`src/rtl/fnd_scan_ctrl.sv`:
```
// Multiplexed scan controller for a common-anode seven-segment display.
// Stages loaded values and commits them only at frame boundaries; one digit per refresh slot.
module fnd_scan_ctrl #(
    parameter int DIGITS      = 4,
    parameter int REFRESH_DIV = 50000,
    parameter int GUARD       = 16,
    parameter int BLANK_LZ    = 1
) (
    input  logic                  clk,
    input  logic                  rst_n,
    input  logic                  load,
    input  logic [4*DIGITS-1:0]   value,
    input  logic [DIGITS-1:0]     dp_in,
    output logic [3:0]            nibble,
    output logic                  blank,
    output logic [DIGITS-1:0]     digit_en_n,
    output logic                  dp_n,
    output logic                  pending,
    output logic                  frame_tick
);

    localparam int PW = (REFRESH_DIV > 1) ? $clog2(REFRESH_DIV) : 1;
    localparam int IW = (DIGITS > 1) ? $clog2(DIGITS) : 1;
    localparam logic [PW-1:0] PRESC_LAST = PW'(REFRESH_DIV - 1);
    localparam logic [PW-1:0] GUARD_V    = PW'(GUARD);
    localparam logic [IW-1:0] IDX_LAST   = IW'(DIGITS - 1);

    // Digit i (i > 0) is blanked when it and every digit to its left are zero.
    function automatic logic [DIGITS-1:0] lz_mask(input logic [DIGITS-1:0][3:0] v);
        logic [DIGITS-1:0] m;
        logic              zero_above;
        m          = '0;
        zero_above = 1'b1;
        for (int i = DIGITS - 1; i >= 1; i--) begin
            zero_above = zero_above & (v[i] == 4'h0);
            m[i]       = zero_above & (BLANK_LZ != 0);
        end
        return m;
    endfunction

    logic [PW-1:0]            presc_r, presc_s;
    logic [IW-1:0]            idx_r, idx_s;
    logic [DIGITS-1:0][3:0]   disp_val_r, disp_val_s;
    logic [DIGITS-1:0]        disp_dp_r, disp_dp_s;
    logic [DIGITS-1:0][3:0]   pend_val_r, pend_val_s;
    logic [DIGITS-1:0]        pend_dp_r, pend_dp_s;
    logic                     pending_r, pending_s;
    logic [DIGITS-1:0][3:0]   value_s;

    logic                     slot_end_s;
    logic                     boundary_s;
    logic                     in_guard_s;
    logic [DIGITS-1:0]        lz_s;

    logic [3:0]               nibble_r, nibble_s;
    logic                     blank_r, blank_s;
    logic [DIGITS-1:0]        digit_en_n_r, digit_en_n_s;
    logic                     dp_n_r, dp_n_s;
    logic                     frame_tick_r;

    assign value_s    = value;
    assign slot_end_s = (presc_r == PRESC_LAST);
    assign boundary_s = slot_end_s && (idx_r == IDX_LAST);

    // Next-state for the slot timer, digit index and the staged/committed value pair.
    always_comb begin
        presc_s    = presc_r;
        idx_s      = idx_r;
        disp_val_s = disp_val_r;
        disp_dp_s  = disp_dp_r;
        pend_val_s = pend_val_r;
        pend_dp_s  = pend_dp_r;
        pending_s  = pending_r;

        if (slot_end_s) begin
            presc_s = '0;
            if (idx_r == IDX_LAST) begin
                idx_s = '0;
            end else begin
                idx_s = idx_r + IW'(1);
            end
        end else begin
            presc_s = presc_r + PW'(1);
        end

        if (load) begin
            pend_val_s = value_s;
            pend_dp_s  = dp_in;
        end else begin
            pend_val_s = pend_val_r;
            pend_dp_s  = pend_dp_r;
        end

        // A load landing on the boundary bypasses staging so the commit is immediate.
        if (boundary_s) begin
            pending_s = 1'b0;
            if (load) begin
                disp_val_s = value_s;
                disp_dp_s  = dp_in;
            end else if (pending_r) begin
                disp_val_s = pend_val_r;
                disp_dp_s  = pend_dp_r;
            end else begin
                disp_val_s = disp_val_r;
                disp_dp_s  = disp_dp_r;
            end
        end else if (load) begin
            pending_s = 1'b1;
        end else begin
            pending_s = pending_r;
        end
    end

    assign in_guard_s = (presc_r < GUARD_V);
    assign lz_s       = lz_mask(disp_val_r);

    // Output decode for the digit currently in its slot; guard cycles keep all anodes dark.
    always_comb begin
        nibble_s     = disp_val_r[idx_r];
        blank_s      = lz_s[idx_r] | in_guard_s;
        digit_en_n_s = '1;
        dp_n_s       = 1'b1;
        if (in_guard_s) begin
            digit_en_n_s = '1;
            dp_n_s       = 1'b1;
        end else begin
            digit_en_n_s[idx_r] = 1'b0;
            dp_n_s              = ~disp_dp_r[idx_r];
        end
    end

    // State and registered outputs; synchronous reset drops any coincident load.
    always_ff @(posedge clk) begin
        if (!rst_n) begin
            presc_r      <= '0;
            idx_r        <= '0;
            disp_val_r   <= '0;
            disp_dp_r    <= '0;
            pend_val_r   <= '0;
            pend_dp_r    <= '0;
            pending_r    <= 1'b0;
            nibble_r     <= 4'h0;
            blank_r      <= 1'b1;
            digit_en_n_r <= '1;
            dp_n_r       <= 1'b1;
            frame_tick_r <= 1'b0;
        end else begin
            presc_r      <= presc_s;
            idx_r        <= idx_s;
            disp_val_r   <= disp_val_s;
            disp_dp_r    <= disp_dp_s;
            pend_val_r   <= pend_val_s;
            pend_dp_r    <= pend_dp_s;
            pending_r    <= pending_s;
            nibble_r     <= nibble_s;
            blank_r      <= blank_s;
            digit_en_n_r <= digit_en_n_s;
            dp_n_r       <= dp_n_s;
            frame_tick_r <= boundary_s;
        end
    end

    assign nibble     = nibble_r;
    assign blank      = blank_r;
    assign digit_en_n = digit_en_n_r;
    assign dp_n       = dp_n_r;
    assign pending    = pending_r;
    assign frame_tick = frame_tick_r;

endmodule

```
`config.mk`:
```
export PLATFORM = sky130hd
export DESIGN_NAME = fnd_scan_ctrl
export DESIGN_NICKNAME = d
export VERILOG_FILES = /design/src/rtl/fnd_scan_ctrl.sv
export SDC_FILE = /design/constraint.sdc
export NUM_CORES = 1
export LEC_CHECK = 0
export CAP_MARGIN = 20
export CORE_MARGIN = 4
export CORE_UTILIZATION = 45
export CTS_BUF_LIST = sky130_fd_sc_hd__clkbuf_4
export CTS_CLUSTER_DIAMETER = 80
export DETAILED_ROUTE_END_ITERATION = 7
export PLACE_DENSITY_LB_ADDON = 0.2
export SLEW_MARGIN = 15
export SYNTH_ARGS = -nofsm -noshare
export SYNTH_HDL_FRONTEND = slang
export SYNTH_SLANG_ARGS = --single-unit
```
`constraint.sdc`:
```
create_clock -name clk -period 2.1 [get_ports clk]
set_input_delay 0.42 -clock clk [delete_from_list [all_inputs] [get_ports clk]]
set_output_delay 0.42 -clock clk [all_outputs]
set_load 0.03 [all_outputs]
```
==> impl_metrics.py <==
metrics = {
    "power_and_ir_drop": {
        "ir_drop_mv": 0.349,
        "p_per_area_nw_per_um2": 702,
        "switchingPower_mw": 0.548,
        "pwr-share-seq": 0.553,
        "pwr-share-comb": 0.055,
        "p_sw_frac": 0.222,
        "internal-power_mw": 1.92,
        "power_mw": 2.47,
        "leakage_nw": 1.39,
        "p_clk_frac": 0.391,
    },
    "clocking": {
        "cts_repair_resize_count": 0,
        "path_clk_slew_ns": 0.11,
        "clock_path_buffers": 2,
        "insertion_delay_ns": 0.40,
        "root_buffer": "clkbuf_4",
        "cts_sinks": 70,
        "cts_buffers": 9,
        "tritoncts": "done",
        "cts-htree-levels": 3,
        "postCtsSetupBuffers": 0,
        "ctsHoldBuffers": 0,
    },
    "global_route": {
        "grt_max_degree": 28,
        "grt.total_usage": 0.159,
        "globalRouteMet2Util": 0.258,
        "grt_overflow": 0,
        "met1_usage": 0.201,
        "grt_antenna_before_repair": 0,
        "grt_util_met3": 0.0289,
        "grt_pass1_wl_microns": 9360,
        "grt_pass1_vias": 1932,
        "grt-busiest-layer": "met2",
    },
    "worst_setup_path": {
        "path_cells": "clkdlybuf4s50_1",
        "crit_arrival_ns": 1.46,
        "cp-start-kind": "flop",
        "r2r_start": "presc_r[0]",
        "slowest_delay_ns": 0.68,
        "critPathKind": "reg2out",
        "crit_required_ns": 1.68,
        "r2r_setup_slack_ns": 0.23,
        "critPathTopFamily": "buffers and inverters",
        "crit_buf_inv": 1,
        "end_kind": "primary output",
        "cp-startpoint": "pending",
        "crit_path_max_fanout": 3,
        "slowest_stage": "clkdlybuf4s50_1",
    },
    "placed_design": {
        "gp_congestion": 0.713,
        "port_buffers": 34,
        "dp_hpwl_microns": 3880,
        "postPlaceCellArea_sq_um": 3360,
    },
    "sta": {
        "drv_slew": 0,
        "period_share": 0.896,
        "worst_pin_slew_ns": 0.542,
        "clock.fmax_mhz": 531,
        "fin_skew_ns": 0.0126,
        "relSlewSlack": 0.634,
        "period_minus_slack_ns": 1.88,
        "fin_tns_setup_ns": 0,
        "rsz0062_at_grt": "no",
        "setup_viol": 0,
        "timing.final.hold_violations": 0,
    },
    "synthesis": {
        "synth-seq-cells": 70,
        "yosysSeqAreaShare": 0.480,
        "yosysUniqueCellTypes": 31,
        "syn_area_sq_um": 2920,
        "yosys_warnings": 0,
        "syn_avg_cell_area_sq_um": 10.9,
        "syn_nets": 295,
        "syn_inst": 267,
    },
    "final_layout": {
        "fillers": 581,
        "stdcell_area_sq_um": 3520,
        "multi_input_area_sq_um": 1400,
        "drive_above_1_share": 0.179,
        "ff_latch_area_sq_um": 1400,
        "final_common_cell": "dfxtp_1",
        "nets": 336,
        "final_cell_mix": "70 x dfxtp_1, 42 x nor2_1, 34 x clkdlybuf4s50_1",
        "diodes": 0,
        "syn_to_final_growth_pct": 20.5,
    },
    "die": {
        "io_pins": 35,
        "core_sq_um": 6310,
        "die_w_microns": 88.6,
        "dieHeight_microns": 88.6,
        "start_util": 0.463,
        "rows": 29,
        "die_area_sq_um": 7850,
    },
    "detailed_routing": {
        "ant_nets": 0,
        "routedWlPerCell_microns": 14.2,
        "vias": 1942,
        "route.detailed.drc": 0,
        "finalWirelength_microns": 5520,
        "dr.pass1.iters": 4,
        "drtIter0Drc": 30,
        "routed_via_density": 4.98,
    },
    "min_path": {
        "min_path_type": "reg2reg",
        "hold_start": "presc_r[0]",
    },
    "flow_run": {
        "cap_violations": 0,
    },
    "outcome": {
        "outcome": "completed",
    },
}
cells by family (layout without fill, tap and decap cells):
family,Yosys count,after routing,share of synthesized area
and+or+nand+nor,103,103,0.179
DFF,70,70,0.480
muxes,47,47,0.217
buffers and inverters,21,67,0.0428
xor gates and xnor gates,14,14,0.0420
AOI/OAI and AO/OA,7,7,0.0188
adders and majority gates,5,5,0.0214
worst paths after layout:
kind | to | depth (start not counted)
max reg2reg | disp_val_r[3] | 6
max | pending | 1
min reg2reg | presc_r[0] | 1
min | presc_r[0] | 1
sequential cells by signal, indices dropped and copies added, names as in the netlist, 2 cells and up:
name	count
disp_dp_r	4
idx_r	2
nibble	4
disp_val_r	16
presc_r	16
pend_val_r	16
pend_dp_r	4
digit_en_n	4
final cells by class:
class,count,area share
flip-flops and latches,70,0.398
multi-input cells,176,0.396
repair buffers,44,0.125
well taps,77,0.0274
clock inverters,6,0.0245
clock buffers,10,0.0213
inverters,7,0.00746
synth_stat cells (all sizes together):
cell type   n  share of area
dfxtp      70           0.48
nor2       42          0.054
and2       24          0.051
mux2i      22          0.075
mux2       20           0.10
xnor2      12          0.036
nand2       9          0.012
buf         8          0.026
inv         7         0.0090
nor4        7          0.017
clkbuf      6         0.0077
nor3        6          0.010
ha          5          0.021
mux4        5          0.039
nand3       5         0.0086
nand4       4         0.0086
and4        3         0.0099
o21ai       2         0.0034
xor2        2         0.0060
a21oi       1         0.0017
a31oi       1         0.0021
a41oi       1         0.0030
and3        1         0.0026
nand2b      1         0.0021
o211a       1         0.0060
o21a        1         0.0026
or4         1         0.0026
power by group through the flow:
| stage | sequential, mW | clock [mW] | combinational, mW |
|---|---|---|---|
| after floorplan | 1.40 | 0 | 0.0701 |
| after global placement | 1.40 | 0 | 0.137 |
| after detailed placement | 1.40 | 0 | 0.140 |
| after CTS | 1.37 | 0.998 | 0.141 |
| after global routing | 1.37 | 1.07 | 0.153 |
| final | 1.37 | 0.967 | 0.137 |
layer usage:
metal	part of all wire	up-vias
met5	0	-
met4	0.020	0
met3	0.032	10
met2	0.47	32
met1	0.48	913
li1	-	987
through the flow:
| stage | hold slack [ns] | setup slack (ns) | util | std cells |
|---|---|---|---|---|
| after floorplan | 0.430 | 0.314 | - | 267 |
| final | 0.475 | 0.218 | 0.558 | 390 |
| after global routing | 0.525 | 0.123 | 0.558 | 390 |
| after global placement | 0.449 | 0.204 | 0.532 | 374 |
| after detailed placement | 0.456 | 0.190 | 0.532 | 374 |
| after CTS | 0.481 | 0.170 | 0.558 | 390 |
Note: power is estimated with default switching activity, not from simulation.
